`src/rtl/conv_pkg.sv`:
```
// ---------------------------------------------------------------------------
// conv_pkg
// Shared constants for the UART byte/word converters (8-to-32 receive side
// and 32-to-8 transmit side).
//   BYTE_W       : width of one UART byte (8)
//   WORD_W       : width of an assembled word (32)
//   conv_state_t : 2-bit byte-position state type
//   S_B0..S_B3   : byte-position states; the value equals the number of
//                  bytes already held in the current partial word
// ---------------------------------------------------------------------------
package conv_pkg;

  localparam int BYTE_W = 8;
  localparam int WORD_W = 32;

  typedef logic [1:0] conv_state_t;

  localparam logic [1:0] S_B0 = 2'd0;
  localparam logic [1:0] S_B1 = 2'd1;
  localparam logic [1:0] S_B2 = 2'd2;
  localparam logic [1:0] S_B3 = 2'd3;

endpackage

```
`src/rtl/rx_gap_timer.sv`:
```
// ---------------------------------------------------------------------------
// rx_gap_timer
// Inter-byte gap timer for data8to32. Only compiled when the macro
// DATA8TO32_TIMEOUT_EN is defined.
//   Parameter TIMEOUT_CYCLES : gap length (sys_clk cycles) that expires
//   sys_clk : clock, rising edge
//   reset   : synchronous active-high reset
//   clr     : restart the count (a byte arrived)
//   run     : count only while a partial word is held
//   expired : high in the cycle the count reaches TIMEOUT_CYCLES-1
// ---------------------------------------------------------------------------
`ifdef DATA8TO32_TIMEOUT_EN
module rx_gap_timer #(
  parameter logic [15:0] TIMEOUT_CYCLES = 16'd50000
) (
  input  logic sys_clk,
  input  logic reset,
  input  logic clr,
  input  logic run,
  output logic expired
);

  logic [15:0] count;

  assign expired = run && (count == (TIMEOUT_CYCLES - 16'd1));

  // The count restarts on every byte and whenever no partial word is held,
  // so an expiry always measures the gap since the most recent byte.
  always_ff @(posedge sys_clk) begin
    if (reset || clr || !run || expired) begin
      count <= '0;
    end else begin
      count <= count + 16'd1;
    end
  end

endmodule
`endif

```
`src/rtl/data8to32.sv`:
```
// ---------------------------------------------------------------------------
// data8to32
// Packs four UART bytes (MSB first) into a 32-bit word with a valid/ack
// handshake and a sticky overrun flag.
//   Parameter TIMEOUT_CYCLES : inter-byte gap after which a partial word is
//                              dropped (used only with DATA8TO32_TIMEOUT_EN)
//   Macro DATA8TO32_TIMEOUT_EN : enables the gap timeout (rx_gap_timer);
//                                without it a partial word waits forever
//   sys_clk    : clock, rising edge
//   reset      : synchronous active-high reset
//   in_8       : received byte, stable while rx_done is high
//   rx_done    : byte-complete level, only its rising edge counts
//   rd_ack     : consumer acknowledge, clears word_valid
//   out_32     : last completed word
//   word_valid : out_32 holds an unconsumed word
//   overrun    : sticky, a word completed while the previous one was unread
//   byte_cnt   : bytes held in the current partial word
// ---------------------------------------------------------------------------
module data8to32
  import conv_pkg::*;
#(
  parameter logic [15:0] TIMEOUT_CYCLES = 16'd50000
) (
  input  logic              sys_clk,
  input  logic              reset,
  input  logic [BYTE_W-1:0] in_8,
  input  logic              rx_done,
  input  logic              rd_ack,
  output logic [WORD_W-1:0] out_32,
  output logic              word_valid,
  output logic              overrun,
  output logic [1:0]        byte_cnt
);

  conv_state_t              state;
  logic                     rx_done_q;
  logic                     strobe;
  logic                     complete;
  logic                     gap_expired;
  logic [WORD_W-1:BYTE_W]   held;

  // rx_done may stay high for many cycles; only its rising edge is a byte.
  assign strobe   = rx_done && !rx_done_q;
  assign complete = strobe && (state == S_B3);
  assign byte_cnt = state;

`ifdef DATA8TO32_TIMEOUT_EN
  rx_gap_timer #(
    .TIMEOUT_CYCLES(TIMEOUT_CYCLES)
  ) u_gap_timer (
    .sys_clk (sys_clk),
    .reset   (reset),
    .clr     (strobe),
    .run     (state != S_B0),
    .expired (gap_expired)
  );
`else
  logic unused_timeout;
  assign unused_timeout = ^TIMEOUT_CYCLES;
  assign gap_expired    = 1'b0;
`endif

  // Byte-position FSM and partial-word shift register. A strobe beats a
  // simultaneous gap expiry because the new byte restarts the gap.
  always_ff @(posedge sys_clk) begin
    if (reset) begin
      state     <= S_B0;
      held      <= '0;
      rx_done_q <= 1'b0;
    end else begin
      rx_done_q <= rx_done;
      if (strobe) begin
        case (state)
          S_B0: begin
            held[WORD_W-1 -: BYTE_W]          <= in_8;
            state                             <= S_B1;
          end
          S_B1: begin
            held[WORD_W-BYTE_W-1 -: BYTE_W]   <= in_8;
            state                             <= S_B2;
          end
          S_B2: begin
            held[WORD_W-2*BYTE_W-1 -: BYTE_W] <= in_8;
            state                             <= S_B3;
          end
          default: begin
            state                             <= S_B0;
          end
        endcase
      end else if (gap_expired) begin
        state <= S_B0;
        held  <= '0;
      end
    end
  end

  // Output word and handshake. Completion takes priority over rd_ack, and
  // an ack in the completion cycle consumes the old word, so no overrun.
  always_ff @(posedge sys_clk) begin
    if (reset) begin
      out_32     <= '0;
      word_valid <= 1'b0;
      overrun    <= 1'b0;
    end else if (complete) begin
      out_32     <= {held, in_8};
      word_valid <= 1'b1;
      if (word_valid && !rd_ack) begin
        overrun <= 1'b1;
      end
    end else if (rd_ack) begin
      word_valid <= 1'b0;
    end
  end

endmodule
```
`config.mk`:
```
export PLATFORM = sky130hd
export DESIGN_NAME = data8to32
export DESIGN_NICKNAME = d
export VERILOG_FILES = /design/src/rtl/conv_pkg.sv /design/src/rtl/rx_gap_timer.sv /design/src/rtl/data8to32.sv
export SDC_FILE = /design/constraint.sdc
export NUM_CORES = 1
export LEC_CHECK = 0
export ABC_AREA = 1
export BUFFER_PORTS_ARGS = -buffer_cell sky130_fd_sc_hd__buf_4
export CORE_MARGIN = 2
export CORE_UTILIZATION = 50
export DETAILED_ROUTE_END_ITERATION = 7
export PLACE_DENSITY_LB_ADDON = 0.1
export SLEW_MARGIN = 25
export SYNTH_ARGS = -nofsm -noshare
export SYNTH_HDL_FRONTEND = slang
export SYNTH_SLANG_ARGS = --single-unit
export TNS_END_PERCENT = 20
```
`constraint.sdc`:
```
create_clock -name sys_clk -period 2.7 [get_ports sys_clk]
set_clock_uncertainty 0.2 [all_clocks]
set_input_delay 0 -clock sys_clk [delete_from_list [all_inputs] [get_ports sys_clk]]
set_output_delay 0 -clock sys_clk [all_outputs]
set_load 0.03 [all_outputs]
```
Word level (Yosys, flattened, before mapping)
Cells that the tools add are included.
{"block": "word_totals", "ff_bits": 61}
{"block": "op_classes", "n_mux": 3, "reduce_logical": 11, "n_eq_ne": 3}
{"op": "$reduce_and 2->1", "n": 4}
{"op": "$pmux 2 s3", "n": 1}
{"op": "$eq 2x2->1 const B", "n": 2}
{"op": "$logic_and 1x1->1", "n": 3}
{"op": "$eq 2x1->1 const B", "n": 1}
{"op": "$logic_not 1->1", "n": 2}
{"op": "$logic_not 2->1", "n": 1}
{"op": "$mux 1", "n": 2}
{"op": "$reduce_bool 2->1", "n": 1}

Longest topological paths before layout
Gate-level depths: netlist (run 1).
{"block": "depth", "ltp_word": 4, "ltp_mapped": 6, "ltp_nobuf": 5}

Least setup slack after synthesis (run 1)
OpenSTA, ideal clock, no wires.
{"block": "synth_timing", "path_type": "reg2reg", "startpoint": "reg state[1] (netlist: byte_cnt[1])", "endpoint": "reg out_32[22]", "path_stages_with_launch": 7, "period_less_slack_ps": 1747, "slack_ps": 953, "n_path_buf": 2, "t_arrival_ps": 1414, "path_cell_list": "dfxtp_1 -> ha_1 -> clkbuf_1 -> nand3_1 -> buf_2 -> nand2_1 -> a21oi_1"}
{"block": "synth_via", "elab_chain_cells": 2}
{"element": "start: declaration", "line": "data8to32.sv:35", "text": "conv_state_t state;"}
{"element": "start signal: assignment", "line": "data8to32.sv:67", "text": "state <= S_B0;"}
{"element": "start signal: assignment", "line": "data8to32.sv:76", "text": "state <= S_B1;"}
{"element": "start signal: assignment", "line": "data8to32.sv:80", "text": "state <= S_B2;"}
{"element": "$eq 2x2->1", "line": "data8to32.sv:44", "text": "assign complete = strobe && (state == S_B3);"}
{"element": "$logic_and 1x1->1", "line": "data8to32.sv:44"}
{"element": "end signal: assignment", "line": "data8to32.sv:105", "text": "out_32 <= {held, in_8};"}
{"element": "end: declaration", "line": "data8to32.sv:29", "text": "output logic [WORD_W-1:0] out_32,"}
Every way passes these cells.
A chain may end at the register's enable or synchronous reset.

Worst setup path in the final report (run 1)
{"block": "layout_timing", "startpoint": "reg state[0] (netlist: byte_cnt[0])", "endpoint": "reg out_32[2]"}
The elaborated chain is that of the path after synthesis.

==> results of run 1 <==
==> per-layer routing <==
metal  share of wire [%]  vias to the layer above  routed length [µm]  global-route usage [%]
li1                    -                     1047                   -                       -
met1                  46                      962                2530                    30.9
met2                  47                       55                2610                    37.0
met3                 4.6                       13                 252                    4.70
met4                 2.3                        0                 129                    11.3
met5                   0                        -                   0                       0
==> power breakdown <==
group	leakage [nW]	internal [mW]	switching, mW
clock	0.116	0.567	0.350
combinational	0.541	0.0507	0.0874
sequential	0.493	0.917	0.0108
==> worst max-delay path by stage <==
stage                                   end  slack (ns)  cells past startpoint
finish               out_32[2]$_SDFFE_PP0P_        0.33                      6
global route         out_32[2]$_SDFFE_PP0P_        0.15                      6
CTS                  out_32[2]$_SDFFE_PP0P_        0.33                      6
detailed placement   out_32[3]$_SDFFE_PP0P_        0.89                      5
global placement     out_32[2]$_SDFFE_PP0P_        0.93                      5
floorplan           out_32[22]$_SDFFE_PP0P_        0.95                      6
==> critical path: stages, from the launching register on <==
cell,delay [ns]
dfxtp_1,0.42
ha_1,0.20
nand3_1,0.40
buf_12,0.33
nand2_1,0.07
a21oi_1,0.06
dlygate4sd3_1,0.59
==> registers in the layout, summed over array words and instances (netlist names) <==
register,cells
rx_done_q,1
byte_cnt,2
overrun,1
word_valid,1
held,24
out_32,32
==> cell usage in the layout, fill, tap and decap left out <==
master and count:
a21oi_1 59, buf_12 2, buf_4 48, bufinv_16 2, clkbuf_1 1, clkbuf_8 11
clkinv_2 2, dfxtp_1 61, dlygate4sd3_1 16, ha_1 4, inv_1 4, inv_2 1
nand2_1 61, nand3_1 60, nor2_1 4, nor2_4 1, o21ai_0 1
==> metrics by stage <==
step           cell area, µm²  setup WS (ns)  total power, mW  util (%)
2_1_floorplan            2250          0.953             1.03         -
3_3_place_gp             2610          0.928             1.07      60.0
3_5_place_dp             2610          0.888             1.07      60.0
4_1_cts                  3000          0.330             1.99      68.8
5_1_grt                  3000          0.149             2.04      68.8
6_report                 3000          0.333             1.98      68.8
==> synth_stat cells, drive strengths merged <==
master / number / area [µm²]
a21oi: 59 / 295
buf: 9 / 60.1
dfxtp: 61 / 1220
nand2: 61 / 229
nor2: 5 / 21.3
nand3: 60 / 300
o21ai: 1 / 5.00
clkbuf: 14 / 52.6
inv: 5 / 18.8
ha: 4 / 50.1
==> cell type report <==
type	count	share of cell area, %
flip-flops and latches	61	40.8
multi-input cells	190	30.2
repair buffers	66	18.7
clock buffers	12	5.18
clock inverters	4	2.34
well taps	52	2.17
inverters	5	0.626
==> repair_timing <==
item,CTS,global route
setup buffers,0,0
endpoints found under the hold margin,60,0
hold buffers,16,0
==> kinds of logic (layout without fill, tap and decap cells) <==
group / count (synthesis) / in the layout
and+or+nand+nor: 126 / 126
AOI/OAI and AO/OA: 60 / 60
buffers and inverters: 28 / 87
DFF: 61 / 61
adders and majority gates: 4 / 4
==> summary.txt, run 1 <==
Global route
  • Largest net degree at the start of global routing: 62
  • Total global-route track usage: a little under a quarter
  • Vias in the first global route: approximately 2000
  • First-pass GRT wire length: 9.16 mm
  • Initial antenna violation count: 0
  • GRT overflow: 0

Synth
  • Post-synthesis mux area share: 0%
  • Sequential share of the synthesized area: 54.2%
  • Largest family of logic cells by synthesized area: simple AND/OR/NAND/NOR gates
  • Simple-Gate Fraction of Synth Area: 24.4%
  • Syn nets: approximately 300
  • Unique masters post-synth: 14
  • Mapped Cells: about 280
  • Flops & latches, synth: 61
  • Synth Area in Compound Gates: a little over an eighth
  • Post-synthesis xor/xnor area fraction: 0%
  • Post-Syn Area: ~0.0023 mm²
  • Adder-cell share of the synthesized area: 2.22%
  • Avg Inst Size Synth: around 8 µm²
  • Yosys warning count: 0

Worst setup path
  • Reg2reg start: byte_cnt[0]$_SDFFE_PP0P_
  • Worst-path maximum fanout: 23
  • Crit path kind: flip-flop to flip-flop
  • Arrival @ worst endpoint: approximately 2.4 ns
  • CP Launch Point: byte_cnt[0]$_SDFFE_PP0P_
  • Worst r2r dst: out_32[2]$_SDFFE_PP0P_
  • Crit path launch type: flip-flop
  • Reg2reg path depth: 6
  • Worst EP required: roughly 2.7 ns
  • Critical path endpoint category: flip-flop
  • Flop-to-flop setup slack: 0.33 ns

Power and ir drop
  • Lkg Pwr: about 1.2 nW
  • P per Cell Area: 662 mW/mm²
  • Max VDD drop: approximately 0.45 mV

Layout
  • Area growth from synthesis to layout: 33.0%
  • Fillers: 380
  • Layout cells sized above 1: between 10% and 20%
  • Register Area: between 0.001 and 0.0015 mm²
  • Multi-input gate area: approximately 910 µm²
  • Antenna diodes: 0
  • Nets: about 350
  • Non-Filler Instances: around 400

STA
  • Max-slew headroom: 54.5%
  • Unrepaired setup endpoints after global routing: no
  • FMAX: about 0.42 GHz
  • Min cycle time layout: about 2.4 ns
  • Slew @ Worst Pin: 0.681 ns
  • Final period util: 87.7%
  • Fin. Hold Viols: 0
  • Worst hold slack: roughly 0.26 ns
  • Final Max Tran Viols: 0
  • Final setup vio count: 0
  • TNS Setup: 0 ns

Drt
  • Router iterations before antenna repair: 6
  • Vias per inst: between 5 and 6
  • Starting DRT DRC Count: approximately 190
  • Wire length per cell: about 14 µm
  • DRC: 0
  • Vias: roughly 2100
  • Post-route ant nets: 0
  • Routed wire length: ~5.5 mm

Placement
  • Port Buffers: 47
  • Dpl hpwl: between 3 and 4 mm
  • Routability cong.: ~0.78
  • Placed cell count: about 360

Job
  • MaxCap Viol Count: 0

CTS
  • Post-cts resize count: 0
  • Clock Latency Late Sink: 0.34 ns
  • H-Tree Depth: 3
  • Max Root-Sink Buffers: 2
  • CTS tree: built
  • Total CTS buffers: 9
  • Clock Sinks: 61
  • CTS Root Cell: clkbuf_8
  • Clock Pin Slew Worst Setup and Hold Paths: approximately 0.070 ns

Status
  • Status: finished clean

Die
  • Chip height: a little over 70 µm
  • Die ar.: 0.00506 mm²
  • I/O pins: between 40 and 50
  • # rows: 24
  • Core area: 0.00435 mm²
  • Starting Density: about half
  • Width of the chip: 71.1 µm

Worst hold path
  • Critical hold path startpoint: out_32[25]$_SDFFE_PP0P_
  • Hold endpoint: out_32[25]$_SDFFE_PP0P_
  • Hold Path Depth: 2
  • Min-delay worst type: flip-flop to flip-flop
(Power assumes the default switching activity.)
==> run 2, diff against run 1 <==
Settings changed: CORE_UTILIZATION 50 to 48.
Clock period 2.7 ns to 1.9 ns, I/O delays scaled along.
==> run 2 against run 1 <==
Cell area is 0.75% lower. Global-route usage down 1.1 points. Final cell count is the same. Via count decreased by 1.3%. Clock-buffer cell count unchanged. Critical path depth fell by 2. Sequential cell count stayed put. Clock power rose by 41%. Worst hold slack hardly changed. Highest routed layer unchanged.
==> summary.txt, run 2 (synthesis gave the netlist of run 1 again) <==
CTS
  • CTS tree: built
  • Clock Sinks: a little over 60
  • Clock Latency Late Sink: 0.33 ns
  • Max Root-Sink Buffers: 2
  • Post-cts resize count: 0
  • CTS Root Cell: clkbuf_8
  • Clock Pin Slew Worst Setup and Hold Paths: approximately 0.060 ns
  • Total CTS buffers: 9
  • H-Tree Depth: 3

STA
  • Fin. Hold Viols: 0
  • Final setup vio count: 0
  • FMAX: a little under 0.6 GHz
  • Final Max Tran Viols: 0
  • Final worst setup slack: approximately 0.17 ns
  • Min cycle time layout: around 1.7 ns
  • Worst hold slack: between 0.2 and 0.3 ns
  • Final period util: about nine tenths
  • Unrepaired setup endpoints after global routing: no
  • Slew @ Worst Pin: 0.611 ns
  • TNS Setup: 0 ns
  • Max-slew headroom: between 50% and 60%

Layout
  • Commonest cells after routing, fill and taps aside: nand2_1 (61), dfxtp_1 (61), nand3_1 (60), a21oi_1 (59), buf_4 (53)
  • Register Area: 0.00122 mm²
  • Nets: 349
  • Max FFs per register: 32
  • Multi-input gate area: just over 900 µm²
  • Antenna diodes: 0
  • Fillers: 389
  • Top reg by flops: out_32
  • Layout cells sized above 1: 21.0%
  • Finished layout cell area: between 0.002 and 0.003 mm²
  • Area growth from synthesis to layout: 32.0%

Power and ir drop
  • Final Power: 2.80 mW
  • Max VDD drop: approximately 0.63 mV
  • P per Cell Area: around 940 mW/mm²
  • Lkg Pwr: between 1 and 1.5 nW

Worst setup path
  • Reg2reg path depth: 5
  • Critical path endpoint category: flip-flop
  • Worst-path maximum fanout: 61
  • Worst EP required: ~1.9 ns
  • Reg2reg start: byte_cnt[0]$_SDFFE_PP0P_
  • Worst r2r dst: held[15]$_SDFFE_PP0P_
  • CP Launch Point: reset
  • Arrival @ worst endpoint: about 1.8 ns
  • CP Capture Point: rx_done_q$_SDFF_PP0_
  • Crit path launch type: input port
  • Crit path kind: input port to flip-flop
  • Flop-to-flop setup slack: 0.19 ns

Die
  • Starting Density: 50.7%
  • Width of the chip: ~73 µm
  • Die ar.: 0.00526 mm²
  • I/O pins: 48
  • # rows: 24
  • Core area: roughly 0.0044 mm²
  • Chip height: approximately 73 µm

Global route
  • Total global-route track usage: around 22%
  • First-pass GRT wire length: 8.89 mm
  • Vias in the first global route: about 1800
  • Largest net degree at the start of global routing: 62
  • Initial antenna violation count: 0
  • GRT overflow: 0

Drt
  • Router iterations before antenna repair: 4
  • Post-route ant nets: 0
  • Vias: just over 2000
  • Routed wire length: about 5.3 mm
  • Starting DRT DRC Count: ~160
  • DRC: 0
  • Vias per inst: 5.26
  • Wire length per cell: approximately 14 µm

Worst hold path
  • Min-delay worst type: flip-flop to flip-flop

Placement
  • Area post-placement: 0.00263 mm²
  • Port Buffers: 47
  • Dpl hpwl: about 3.2 mm
  • DP Worst Slack: 0.242 ns
  • Routability cong.: approximately 0.8

Status
  • Status: finished clean

Job
  • MaxCap Viol Count: 0
## run 2: area by class of cell
cell class / instances / share of cell area (%)
clock buffer: 12 / 5.22
clock inverter: 4 / 2.36
inverter: 5 / 0.631
multi-input combinational: 190 / 30.5
sequential: 61 / 41.1
tap: 52 / 2.19
timing repair buffer: 66 / 18.1
## run 2: where the power goes
group / switching, mW / internal (mW) / leakage [nW]
combinational: 0.122 / 0.0756 / 0.525
clock: 0.483 / 0.806 / 0.116
sequential: 0.0149 / 1.30 / 0.493
## run 2: per-stage QoR
step	util (%)	std cells
finish	66.9	390
global route	66.9	390
floorplan	-	279
CTS	66.9	390
detailed placement	59.1	362
global placement	59.1	362
## run 2: worst min-delay path by stage
stage / from / end / depth (start not counted)
2_1_floorplan: rx_done / rx_done_q$_SDFF_PP0_ / 2
3_3_place_gp: rd_ack / word_valid$_SDFFE_PP0P_ / 4
3_5_place_dp: rd_ack / word_valid$_SDFFE_PP0P_ / 4
4_1_cts: held[29]$_SDFFE_PP0P_ / held[29]$_SDFFE_PP0P_ / 2
5_1_grt: held[21]$_SDFFE_PP0P_ / held[21]$_SDFFE_PP0P_ / 2
6_report: out_32[21]$_SDFFE_PP0P_ / out_32[21]$_SDFFE_PP0P_ / 2
## run 2: routing by layer
metal,global-route usage [%],wire [µm],vias up
met4,6.79,50,0
li1,-,-,1050
met2,35.2,2530,72
met1,30.1,2310,921
met3,6.25,450,7
met5,0,0,-
## run 2: timing repair
item / CTS / global route
endpoints found under the hold margin: 59 / 0
setup buffers: 0 / 0
hold buffers: 12 / 0
## run 2: worst max-delay path: stages
cell and delay (ns):
dlygate4sd3_1 0.53, buf_4 0.50, nor2_1 0.12, dlygate4sd3_1 0.57
